$ cat src/rtl/fa_step3.sv
// fa_step3 - final stage of the floating-point adder pipeline.
//
// Takes the partial Kogge-Stone prefix terms left by the level-2 stage,
// finishes the carry tree (spans 8/16/32), merges the carry-in, forms the
// mantissa sum, then normalizes and packs an IEEE-754 single result.
// Two register stages, no stall; rounding is truncation.
//
// Ports:
//   CLK, RESETn      clock (rising edge), async active-low reset
//   in_valid         qualifies the inputs of this cycle
//   in_sign, in_ex   result sign and common biased exponent
//   in_yn            effective subtraction; operand 2 is already
//                    ones-complemented upstream, carry-in 1 is injected here
//   in_P0            bitwise propagate, bit k = mantissa bit k-1, bit 0 = 0
//   in_P2, in_G2     span-4 group propagate/generate
//   in_GG            complete generate prefixes, bits 3..0
//   out_valid        in_valid delayed two cycles
//   out_result       {sign, exponent, fraction}
//   out_zero/ovf/unf exact cancellation / saturated to inf / flushed to +0
module fa_step3 #(
  parameter int MW = 24
) (
  input  logic          CLK,
  input  logic          RESETn,
  input  logic          in_valid,
  input  logic          in_sign,
  input  logic          in_yn,
  input  logic [7:0]    in_ex,
  input  logic [MW:0]   in_P0,
  input  logic [MW:0]   in_P2,
  input  logic [MW:0]   in_G2,
  input  logic [MW:0]   in_GG,
  output logic          out_valid,
  output logic [31:0]   out_result,
  output logic          out_zero,
  output logic          out_ovf,
  output logic          out_unf
);

  localparam int STAGES = 2;

  // vld_pipe[0] is the live input; [STAGES] drives out_valid.
  logic [STAGES:0] vld_pipe;

  // ---------------- Stage A: carry tree and sum ----------------
  logic [MW:0] g3, p3, g4, p4, gf, pg, c, s;
  logic [MW:0] m_d;

  always_comb begin
    // span 8: bits 4..7 can already reach the complete prefixes in GG
    g3 = in_G2;
    p3 = in_P2;
    for (int j = 0; j < 4; j++) g3[j] = in_GG[j];
    for (int j = 4; j <= MW; j++) begin
      if (j >= 8) begin
        g3[j] = in_G2[j] | (in_P2[j] & in_G2[j-4]);
        p3[j] = in_P2[j] & in_P2[j-4];
      end else begin
        g3[j] = in_G2[j] | (in_P2[j] & in_GG[j-4]);
      end
    end
    // span 16: bits 0..7 are complete after span 8
    g4 = g3;
    p4 = p3;
    for (int j = 8; j <= MW; j++) begin
      g4[j] = g3[j] | (p3[j] & g3[j-8]);
      if (j >= 16) p4[j] = p3[j] & p3[j-8];
    end
    // span 32: bits 0..15 are complete after span 16
    gf = g4;
    for (int j = 16; j <= MW; j++) gf[j] = g4[j] | (p4[j] & g4[j-16]);

    // Propagate over k..1 only: bit 0 carries P0=0, so the tree's group
    // propagate cannot be reused for the carry-in merge.
    pg    = '0;
    pg[0] = 1'b1;
    for (int k = 1; k <= MW; k++) pg[k] = pg[k-1] & in_P0[k];

    c    = '0;
    c[0] = in_yn;
    for (int k = 1; k <= MW; k++) c[k] = gf[k] | (pg[k] & in_yn);

    s = '0;
    for (int k = 1; k <= MW; k++) s[k] = in_P0[k] ^ c[k-1];

    // carry-out of a subtraction is the end-around artefact, drop it
    m_d = {c[MW] & ~in_yn, s[MW:1]};
  end

  logic [MW:0] m_q;
  logic [7:0]  ex_q;
  logic        sign_q;

  always_ff @(posedge CLK or negedge RESETn) begin
    if (!RESETn) begin
      m_q    <= '0;
      ex_q   <= '0;
      sign_q <= 1'b0;
    end else begin
      m_q    <= m_d;
      ex_q   <= in_ex;
      sign_q <= in_sign;
    end
  end

  // ---------------- Stage B: normalize and pack ----------------
  logic [4:0]    lz;
  logic          found;
  logic [8:0]    e_inc;
  logic [MW-1:0] shifted;
  logic [31:0]   res_d;
  logic          zero_d, ovf_d, unf_d;

  always_comb begin
    lz    = '0;
    found = 1'b0;
    for (int i = MW - 1; i >= 0; i--) begin
      if (!found && m_q[i]) begin
        lz    = 5'(MW - 1 - i);
        found = 1'b1;
      end
    end
    e_inc   = {1'b0, ex_q} + 9'd1;
    shifted = m_q[MW-1:0] << lz;

    res_d  = '0;
    zero_d = 1'b0;
    ovf_d  = 1'b0;
    unf_d  = 1'b0;
    if (m_q[MW]) begin
      if (e_inc >= 9'd255) begin
        res_d = {sign_q, 8'hFF, 23'd0};
        ovf_d = 1'b1;
      end else begin
        res_d = {sign_q, e_inc[7:0], m_q[MW-1:1]};
      end
    end else if (m_q == '0) begin
      zero_d = 1'b1;                  // +0 regardless of sign
    end else if (ex_q > {3'd0, lz}) begin
      res_d = {sign_q, ex_q - {3'd0, lz}, shifted[MW-2:0]};
    end else begin
      unf_d = 1'b1;                   // no denormals: flush to +0
    end
  end

  assign vld_pipe[0] = in_valid;

  always_ff @(posedge CLK or negedge RESETn) begin
    if (!RESETn) begin
      vld_pipe[STAGES:1] <= '0;
      out_result         <= '0;
      out_zero           <= 1'b0;
      out_ovf            <= 1'b0;
      out_unf            <= 1'b0;
    end else begin
      vld_pipe[STAGES:1] <= vld_pipe[STAGES-1:0];
      out_result         <= res_d;
      out_zero           <= zero_d;
      out_ovf            <= ovf_d;
      out_unf            <= unf_d;
    end
  end

  assign out_valid = vld_pipe[STAGES];

  // Inputs bits the tree never needs (already complete or fixed to 0).
  logic unused_bits;
  assign unused_bits = ^{in_P0[0], in_GG[MW:4], shifted[MW-1]};

endmodule

$ cat config.mk
export PLATFORM = sky130hd
export DESIGN_NAME = fa_step3
export DESIGN_NICKNAME = d
export VERILOG_FILES = /design/src/rtl/fa_step3.sv
export SDC_FILE = /design/constraint.sdc
export NUM_CORES = 1
export LEC_CHECK = 0
export ABC_AREA = 1
export CORE_UTILIZATION = 25
export DETAILED_ROUTE_END_ITERATION = 12
export DONT_BUFFER_PORTS = 1
export GPL_ROUTABILITY_DRIVEN = 0
export PLACE_DENSITY_LB_ADDON = 0.12
export SLEW_MARGIN = 10
export SYNTH_ARGS = -nofsm -noshare
export SYNTH_HDL_FRONTEND = slang
export SYNTH_SLANG_ARGS = --single-unit
$ cat constraint.sdc
create_clock -name CLK -period 5.75 [get_ports CLK]
set_input_delay 0.575 -clock CLK [delete_from_list [all_inputs] [get_ports CLK]]
set_output_delay 0.575 -clock CLK [all_outputs]
set_load 0.02 [all_outputs]
# == Yosys cells after proc, flatten, opt, wreduce, memory -nomap -nowiden ==
# Index checks and enable logic that the tools add are counted.
# W data, S select, Z words.
# totals
register_bits,71
latchBits,0
mem_bits_rw,0
mem_bits_ro,0
input_bits,113
out_inout_bits,36
mem_count,0
# classes
n_addsub,2
mul,0
div_mod_pow,0
n_lt_le_gt_ge,2
n_eq_ne,0
n_shift,1
muxes,57
bitwise_logic,217
n_reduce_logical,47
# ops
operator,n
$and A1 B1 Y1,121
$mux W5,20
$mux W32,3
$or A1 B1 Y1,71
$mux W1,31
$mux W31,1
$logic_not A25 Y1,1
$shl A24 B5 Y23,1
$xor A1 B1 Y1,24
$logic_and A1 B1 Y1,23
$logic_not A1 Y1,23
$add A8 B1 Y9 const B,1
$ge A9 B8 Y1 const B,1
$gt A8 B5 Y1,1
$sub A8 B5 Y8,1
$mux W2,2
$not A1 Y1,1

# == Logic depth before layout (Yosys ltp) ==
# Gate-level depths: netlist of the first run.
# logic_depth
word_depth,74
mapped_depth,26

# == Least setup slack after synthesis of the first run ==
# Ideal clock, no wire load.
# synth_timing
kind,reg2reg
start,register m_q[22]
end,register out_result[8]
setup_ps,77
t_arrival_ps,3260
required_ps,5673
path_slack_ps,2413
path_stages_with_launch,25
n_path_buf,1
period_less_slack_ps,3337
path_cell_list,dfrtp_1 nor2_1 nand2_2 nor3_4 nand2_2 nor2_4 nand2_4 inv_2 o311ai_1 nand2_1 inv_2 clkbuf_1 ha_1 nand2_1 inv_1 a21oi_1 o311ai_0 nand2_1 inv_1 nand2_2 nor2_1 clkinv_1 a21oi_1 nand2_1 o21ai_1
# synth_via
elab_chain_len,72
elab_cells_between_ends,96
cone_classes,order compare: 1; shift: 1; mux: 48; reduce/logical: 46
# synth_lines
element,line_no,source
"start, declared",90,logic [MW:0] m_q;
"start signal, assigned",100,m_q <= m_d;
$logic_and A1 B1 Y1,118,if (!found && m_q[i]) begin
$mux W1,118,
$logic_not A1 Y1,118,
$logic_and A1 B1 Y1,118,
$mux W1,118,
$logic_not A1 Y1,118,
$logic_and A1 B1 Y1,118,
$mux W1,118,
[... 57 more ...],n/a,
$logic_not A1 Y1,118,
$logic_and A1 B1 Y1,118,
$mux W5,118,
$gt A8 B5 Y1 or $shl A24 B5 Y23 (tied branches),"139, 124",
$mux W32,139,"end else if (ex_q > {3'd0, lz}) begin"
$mux W32 (*),137,end else if (m_q == '0) begin
$mux W32 (*),130,if (m_q[MW]) begin
via res_d[8],111,logic [31:0] res_d;
"end signal, assigned",157,out_result <= res_d;
"end, declared",34,"output logic [31:0] out_result,"
# Mark *: on every way through the listed nets, which the timed path passes. The rest lies on a longest branch.

# == Worst setup path in the final report of the first run ==
# layout_timing
start,register m_q[15]
end,register out_result[17]
# layout_via
elab_chain_len,51
elab_cells_between_ends,68
cone_classes,order compare: 1; shift: 1; mux: 34; reduce/logical: 32
# layout_lines
element,line_no
$logic_and A1 B1 Y1,118
$mux W1,118
$logic_not A1 Y1,118
$logic_and A1 B1 Y1,118
$mux W1,118
$logic_not A1 Y1,118
$logic_and A1 B1 Y1,118
$mux W1,118
[... 36 more ...],n/a
$logic_not A1 Y1,118
$logic_and A1 B1 Y1,118
$mux W5,118
$gt A8 B5 Y1 or $shl A24 B5 Y23 (tied branches),"139, 124"
$mux W32,139
$mux W32 (*),137
$mux W32 (*),130
via res_d[17],111
# Marks and branches as above.

==> results.toml, run 1 <==
[outcome]
status = "finished, violations left"
violations = "DRC"

[power]
vdd_drop_max_mv = 0.1216
pwr_density_cell_mw_per_mm2 = 327.7
power.leakage_nw = 2.447

[setup_path]
end_kind = "flop"
crit_type = "reg2reg"
cp-start-kind = "flop"
cp.required_ns = 5.96
crit_arrival_ns = 4.84
reg2reg_depth = 22
crit_fanout = 28

[synthesis]
netlist_instances = 632
synth_top_cells_by_area = "dfrtp_1 (38%), nand3_1 (13%), nand2_1 (10%)"
synth_ff_type = "dfrtp_1"
syn_nets = 754
syn-mean-instance-area_um2 = 7.432
ys_top_cells_by_count = "nand2_1 (126), nand3_1 (120), dfrtp_1 (71)"
yosysSeqAreaShare_pct = 37.83
synth_area_leader_cell = "dfrtp_1"
ys_seq_elements = 71
yosysUniqueCellTypes = 44
synth_edf_count = 0
yosys_warnings = 0
syn_area_mm2 = 0.004697
synth.most_common_cell = "nand2_1"
async_flop_share_pct = 100.0
synth_top_area_share_pct = 37.83

[routing]
first_pass_iters = 11
via_per_inst = 4.971
finalWirelength_mm = 14.33
wl_per_cell_um = 16.68
drtAntennaViolNets = 0
drt_iter0_drc = 306
drc = 7
routed-via-count = 4270

[clock_tree]
cts_setup_buffers = 0
numCtsBuffers = 9
ctsHoldBuffers = 1
root_buffer = "clkbuf_16"
cts_num_sinks = 71
clkTransAtPathRegs_ns = 0.06
htree_levels = 3
clk_path_buf_depth = 2
clkLatencyLatePin_ns = 0.34
cts_resized = 0
cts_tree = "done"

[grt]
grt_max_degree = 72
grt_first_pass_wirelength_mm = 22.99
grt_pass1_vias = 4262
antenna_found_initial = 0
grt_util_met1_pct = 21.12
grt_busiest_layer = "met2"
met2_usage_pct = 23.63
grt.met3_usage_pct = 2.797
overflow = 0
grt.total_usage_pct = 15.45

[sta]
max_freq_mhz = 215.8
clock_skew_ns = 0.006612
setup-tns-final_ns = 0
setup_violations = 0
hold_violations = 0
fin_crit_ns = 4.634
maxSlewHeadroom_pct = 43.06
fin_crit_sh_pct = 80.60
worst_slew_pin_slew_ns = 0.8510
drv_slew = 0
rsz0062_at_grt = "false"

[floorplanning]
io_pins = 149
core_mm2 = 0.01821
fp.dieArea_mm2 = 0.01934
rows = 49
die-width_um = 139.1
start_util_pct = 25.80
die_height_um = 139.1

[cells_and_area]
area_growth_pct = 11.83
n_antenna_cell = 0
nFillCells = 1982
post-route-util_pct = 28.85
drive_above_1_share_pct = 8.571
nets = 747

[flow_run]
max-cap-violations = 0

[place]
port_buffers = 0
dp_hpwl_mm = 11.25

[hold_path]
hp-class = "in2async"
==> registers in the layout, summed over array words and instances (netlist names) <==
name / flops
out_zero: 1
vld_pipe: 1
sign_q: 1
out_unf: 1
out_result: 32
out_valid: 1
out_ovf: 1
m_q: 25
ex_q: 8
==> power by group <==
part           switching, W  internal (W)  total [W]
sequential         0.000128      0.000573   0.000700
combinational      0.000254      0.000123   0.000377
clock              0.000209      0.000435   0.000645
==> metal layers <==
layer	wire [um]	up-vias	share of wire (%)
met3	991	24	6.9
li1	-	2106	-
met1	6791	1966	47
met2	6231	174	43
met4	314	0	2.2
met5	0	-	0
==> cells by family after synthesis <==
family | share of synthesized area [%]
compound gates | 11.91
xor+xnor | 5.780
fa+ha+maj | 2.557
buf+inv | 8.737
flops | 37.83
simple gates | 33.19
==> area by class of cell <==
| class | count | area [um^2] | area share [%] |
|---|---|---|---|
| Multi-Input combinational cell | 462 | 2510 | 47.78 |
| Sequential cell | 71 | 1777 | 33.83 |
| Inverter | 79 | 296.5 | 5.646 |
| Tap cell | 229 | 286.5 | 5.455 |
| Clock buffer | 11 | 242.7 | 4.621 |
| Clock inverter | 5 | 105.1 | 2.001 |
| Timing Repair Buffer | 2 | 35.03 | 0.6670 |
==> worst paths after layout <==
path / from / to / slack [ns]
max reg2reg: m_q[15] / out_result[17] / 1.12
min in group CLK: in_sign / sign_q / 0.26
max in group asynchronous: RESETn / out_result[14] / 5.36
max: m_q[15] / out_result[17] / 1.12
min: RESETn / sign_q / 0.10
min reg2reg: vld_pipe[1] / out_valid / 0.35
==> placed cells by master, fill, tap and decap left out, types with 2 or more instances in the layout <==
master,n
clkinvlp_4,2
nand2_2,5
o21ai_0,16
a31oi_1,2
inv_2,10
clkbuf_16,9
inv_1,68
bufinv_16,3
nor2_4,4
o22ai_1,6
nand2_1,126
nand2_4,3
nand4_1,14
o221ai_1,7
o21ai_1,12
nor2_1,39
ha_1,8
nor4_1,2
xnor2_1,7
a21oi_1,33
xor2_1,24
nand3_1,120
o211ai_1,6
dfrtp_1,71
nor2_2,7
nand3_2,3
a22o_1,2
nor3_1,2
==> worst max-delay path, cell delays in order, from the launching register on <==
cell	delay [ns]
dfrtp_1	0.47
nor2_2	0.23
inv_2	0.07
nor3_4	0.26
nand2_2	0.09
nor2_4	0.12
nand2_4	0.08
nor2_4	0.11
nand3_2	0.39
nand2_4	0.46
ha_1	0.24
inv_1	0.06
fa_1	0.43
a21oi_1	0.26
o311ai_0	0.15
nand2_1	0.12
inv_1	0.07
nand2_2	0.29
inv_2	0.15
nand3_1	0.18
nand2_1	0.07
nand3_1	0.10
o21ai_1	0.08
==> per-stage QoR <==
stage	setup slack, ns	instances	hold WS [ns]	power, W	instance area, um^2
3_5_place_dp	1.144	842	0.2814	0.001074	4877
5_1_grt	0.7261	859	0.1274	0.001829	5253
6_report	1.116	859	0.1031	0.001721	5253
4_1_cts	1.127	859	0.1196	0.001743	5253
3_3_place_gp	1.121	842	0.2812	0.001073	4877
2_1_floorplan	2.413	632	0.2794	0.0009695	4697
Note: power is estimated with default switching activity, not from simulation.
==> run 2, diff against run 1 <==
==> constraint.sdc (replaced) <==
create_clock -name CLK -period 3.8 [get_ports CLK]
set_input_delay 0.38 -clock CLK [delete_from_list [all_inputs] [get_ports CLK]]
set_output_delay 0.38 -clock CLK [all_outputs]
set_load 0.02 [all_outputs]
==> results.toml, run 2 (synthesis results as in run 1) <==
[outcome]
status = "finished, violations left"
violations = "DRC"

[sta]
clock_skew_ns = 0.008214
drv_slew = 0
fin_crit_ns = 3.478
fin_crit_sh_pct = 91.52
setup_ws_ns = 0.3222
setup_violations = 0
worst_slew_pin_slew_ns = 0.4359
maxSlewHeadroom_pct = 70.55
hold_violations = 0
max_freq_mhz = 287.5

[routing]
drc = 7
first_pass_iters = 11
via_per_inst = 5.020
routed-via-count = 4428
wl_per_cell_um = 16.49
finalWirelength_mm = 14.55
drt_iter0_drc = 331
drtAntennaViolNets = 0

[floorplanning]
rows = 49
fp.dieArea_mm2 = 0.01934
io_pins = 149
die_height_um = 139.1
core_mm2 = 0.01821
die-width_um = 139.1
start_util_pct = 25.80

[grt]
grt.total_usage_pct = 15.38
overflow = 0
grt_pass1_vias = 4377
grt_first_pass_wirelength_mm = 23.03
antenna_found_initial = 0
grt_max_degree = 72

[power]
vdd_drop_max_mv = 0.1456
power.leakage_nw = 2.548
pwr_density_cell_mw_per_mm2 = 468.1
power_w = 0.002532

[setup_path]
crit_type = "reg2reg"
crit_arrival_ns = 3.67
crit_fanout = 4
cp-start-kind = "flop"
cp.required_ns = 3.99
end_kind = "flop"

[clock_tree]
root_buffer = "clkbuf_16"
clk_path_buf_depth = 2
cts_num_sinks = 71
htree_levels = 3
cts_setup_buffers = 0
cts_tree = "done"
clkTransAtPathRegs_ns = 0.06
numCtsBuffers = 9
clkLatencyLatePin_ns = 0.34

[cells_and_area]
largest-register = "out_result"
top_regs = "out_result: 32 flops, m_q: 25 flops, ex_q: 8 flops"
n_antenna_cell = 0
layout_commonest_cell = "nand2_1"
nets = 770
area_growth_pct = 15.18
layout_common_cells = "nand2_1 (126), nand3_1 (120), dfrtp_1 (70)"
drive_above_1_share_pct = 11.94
largest_register_ffs = 32

[place]
dp_slack_ns = 0.2032
port_buffers = 0
dp_hpwl_mm = 11.49

[hold_path]
hp-class = "in2reg"

[flow_run]
max-cap-violations = 0
==> run 2: layer usage <==
layer  track usage, %  vias to the layer above  share of wire, %  wire length (um)
li1                 -                     2161                 -                 -
met1            20.75                     2056                47              6903
met2            24.06                      201                44              6388
met3            3.764                       10               7.5              1094
met4            4.912                        0               1.1               159
met5                0                        -                 0                 0
==> run 2: where the power goes <==
part	switching, W	internal [W]	total (W)	leakage, nW
registers	0.000192	0.000867	0.00106	0.847
logic	0.000394	0.000209	0.000603	1.55
clock network	0.000299	0.000572	0.000871	0.151
total	0.000884	0.00165	0.00253	2.55
==> run 2: path summary, 6_finish.rpt <==
path                        startpoint              to  slack, ns  cells after the start
setup / recovery               m_q[16]  out_result[10]       0.32                     21
hold / removal                 in_sign          sign_q       0.07                      0
setup reg to reg               m_q[16]  out_result[10]       0.32                     21
hold reg to reg            vld_pipe[1]       out_valid       0.35                      0
max in group asynchronous       RESETn  out_result[15]       2.92                      2
min in group asynchronous       RESETn          m_q[5]       0.59                      2
==> run 2: worst max-delay path: stages (launching register included) <==
cell      delay, ns
dfrtp_1        0.43
inv_1          0.18
nand3_2        0.15
nor2_2         0.17
nand2_1        0.13
nor2_1         0.15
nand3_1        0.11
nand4_1        0.13
nand2_2        0.09
nand2_4        0.07
ha_1           0.16
inv_1          0.06
fa_1           0.43
a21oi_2        0.17
o311ai_1       0.10
nand2_1        0.11
inv_1          0.07
nand2_2        0.14
nor2_1         0.09
buf_4          0.14
nand2_1        0.10
o221ai_1       0.15
==> run 2: repair_timing <==
| action | 4_1_cts | 5_1_grt |
|---|---|---|
| gates resized for setup | 0 | 8 |
| hold buffers | 2 | 0 |
| endpoints found under the hold margin | 71 | 0 |
| setup endpoints to repair | 0 | 21 |
==> run 2: stage by stage <==
stage	setup TNS [ns]	area [um^2]	utilization (%)	hold WS, ns	cells
final	0	5410	29.71	0.06711	882
after global routing	-0.003125	5410	29.71	0.04631	882
after CTS	0	5379	29.54	0.05040	881
after detailed placement	0	5035	27.65	0.08630	863
after global placement	0	5035	27.65	0.08607	863
after floorplan	0	4697	-	0.08441	632
==> run 2: final cells by class <==
type | instances | area [um^2]
clock buffer | 12 | 236.5
clock inverter | 4 | 70.07
inverter | 79 | 296.5
fill | 1922 | 12800
tap | 229 | 286.5
multi-input combinational | 463 | 2540
sequential | 71 | 1778
timing repair buffer | 24 | 202.7
==> run 3, diff against run 2 <==
--- a/config.mk
+++ b/config.mk
@@ -6,7 +6,7 @@
 export NUM_CORES = 1
 export LEC_CHECK = 0
 export ABC_AREA = 1
-export CORE_UTILIZATION = 25
+export CORE_UTILIZATION = 58
 export DETAILED_ROUTE_END_ITERATION = 12
 export DONT_BUFFER_PORTS = 1
 export GPL_ROUTABILITY_DRIVEN = 0
==> results.toml, run 3 (synthesis results as in run 1) <==
[outcome]
status = "finished clean"

[hold_path]
hp-start = "in_sign"
hp-class = "in2reg"

[power]
power.leakage_nw = 2.474
vdd_drop_max_mv = 0.2241
pwr_density_cell_mw_per_mm2 = 460.2

[sta]
maxSlewHeadroom_pct = 74.31
setup_ws_ns = 0.2358
clock_skew_ns = 0.01101
worst_slew_pin_slew_ns = 0.3803
drv_slew = 0
setup_violations = 0
fin_crit_ns = 3.564
hold_violations = 0
max_freq_mhz = 280.6
whs_ns = 0.05027
fin_crit_sh_pct = 93.80

[setup_path]
crit_top_cell = "nand2_4"
cp-start-kind = "flop"
r2r-start = "m_q[20]"
cp-startpoint = "m_q[20]"
end_kind = "flop"
max_stage_delay_ns = 0.45
cp.required_ns = 4.03
crit_fanout = 8
crit_type = "reg2reg"
crit_family = "simple AND/OR/NAND/NOR gates"
crit_arrival_ns = 3.79
crit_buf_inv = 3
crit_chain = "nor2_2 -> nand2_2 -> nor3_4 -> nand2_2 -> nor2_4 -> nand2_4 -> nor2_4 -> nand3_2 -> nand2_4 -> ha_1 -> inv_1 -> fa_1 -> a21oi_1 -> o311ai_1 -> nand2_1 -> inv_1 -> nand2_4 -> inv_4 -> nand3_1 -> nand2_1 -> nand3_1 -> o21ai_1"
crit_slowest_cell = "dfrtp_2"

[flow_run]
max-cap-violations = 0

[grt]
grt_max_degree = 72
overflow = 0
antenna_found_initial = 0
grt_pass1_vias = 4296
grt_first_pass_wirelength_mm = 19.82
grt.total_usage_pct = 30.18

[floorplanning]
rows = 32
core_mm2 = 0.007767
io_pins = 149
die_height_um = 91.99
start_util_pct = 60.47
die-width_um = 91.99
fp.dieArea_mm2 = 0.008462

[cells_and_area]
layout_commonest_cell = "nand2_1"
seq_area_mm2 = 0.001778
drive_above_1_share_pct = 11.06
nFillCells = 683
n_antenna_cell = 0
nets = 759
layout_common_cells = "nand2_1 (126), nand3_1 (120), dfrtp_1 (70)"
top_regs = "out_result: 32 flops, m_q: 25 flops, ex_q: 8 flops"
multi_input_area_mm2 = 0.002552
post-route-util_pct = 66.11
area_growth_pct = 9.323
largest_register_ffs = 32
largest-register = "out_result"

[routing]
wl_per_cell_um = 16.24
via_per_inst = 6.126
drtAntennaViolNets = 0
finalWirelength_mm = 12.08
drt_iter0_drc = 605
routed-via-count = 4558
first_pass_iters = 6
drc = 0

[clock_tree]
clkLatencyLatePin_ns = 0.35
clkTransAtPathRegs_ns = 0.08
numCtsBuffers = 9
clk_path_buf_depth = 2
cts_tree = "done"
root_buffer = "clkbuf_8"
htree_levels = 3
cts_num_sinks = 71

[place]
port_buffers = 0
dp_hpwl_mm = 9.144
dp_slack_ns = 0.1009
[run 3: worst register-to-register path: stages, from the launching register on]
cell and delay, ns:
dfrtp_2 0.45, nor2_2 0.15, nand2_2 0.13, nor3_4 0.28, nand2_2 0.10, nor2_4 0.12, nand2_4 0.08, nor2_4 0.10
nand3_2 0.10, nand2_4 0.09, ha_1 0.15, inv_1 0.06, fa_1 0.43, a21oi_1 0.19, o311ai_1 0.11, nand2_1 0.11
inv_1 0.09, nand2_4 0.18, inv_4 0.08, nand3_1 0.15, nand2_1 0.11, nand3_1 0.11, o21ai_1 0.07
[run 3: path summary, 6_finish.rpt]
path / cells past startpoint / to / slack (ns)
max: 22 / out_result[17] / 0.24
max reg2reg: 22 / out_result[17] / 0.24
min: 0 / sign_q / 0.05
min in group asynchronous: 2 / out_result[29] / 0.59
max in group asynchronous: 2 / m_q[20] / 2.94
min reg2reg: 0 / out_valid / 0.35
[run 3: area by class of cell]
class,count,area share (%)
clock inverters,7,2.461
repair buffers,14,2.485
multi-input cells,462,49.71
flip-flops and latches,71,34.62
well taps,102,2.485
inverters,79,5.824
clock buffers,9,2.412
[run 3: report_power, final]
| part | total (W) | internal [W] | switching (W) | leakage (nW) |
|---|---|---|---|---|
| Sequential | 0.00105 | 0.000865 | 0.000181 | 0.847 |
| Clock | 0.000732 | 0.000444 | 0.000287 | 0.122 |
| Combinational | 0.000586 | 0.000201 | 0.000385 | 1.50 |
| Total | 0.00236 | 0.00151 | 0.000853 | 2.47 |
[run 3: routing by layer]
metal | global-route usage, % | wire length (um) | up-vias
met1 | 40.30 | 4881 | 2063
met5 | 0 | 0 | -
met4 | 13.93 | 341 | 0
met2 | 48.45 | 5580 | 324
li1 | - | - | 2130
met3 | 4.478 | 1281 | 41
[run 3: stage by stage]
| step | area (um^2) | TNS [ns] | total power [W] | cells |
|---|---|---|---|---|
| floorplan | 4697 | 0 | 0.001467 | 632 |
| global placement | 4793 | 0 | 0.001583 | 725 |
| detailed placement | 4793 | 0 | 0.001597 | 725 |
| CTS | 5081 | 0 | 0.002354 | 743 |
| global route | 5135 | -0.2512 | 0.002498 | 744 |
| finish | 5135 | 0 | 0.002363 | 744 |
[run 3: what timing repair did]
item / CTS / global route
setup endpoints to repair: 0 / 22
resized for setup: 0 / 12
buffers inserted: 0 / 1
hold buffers: 2 / 0
hold endpoints to repair: 71 / 0
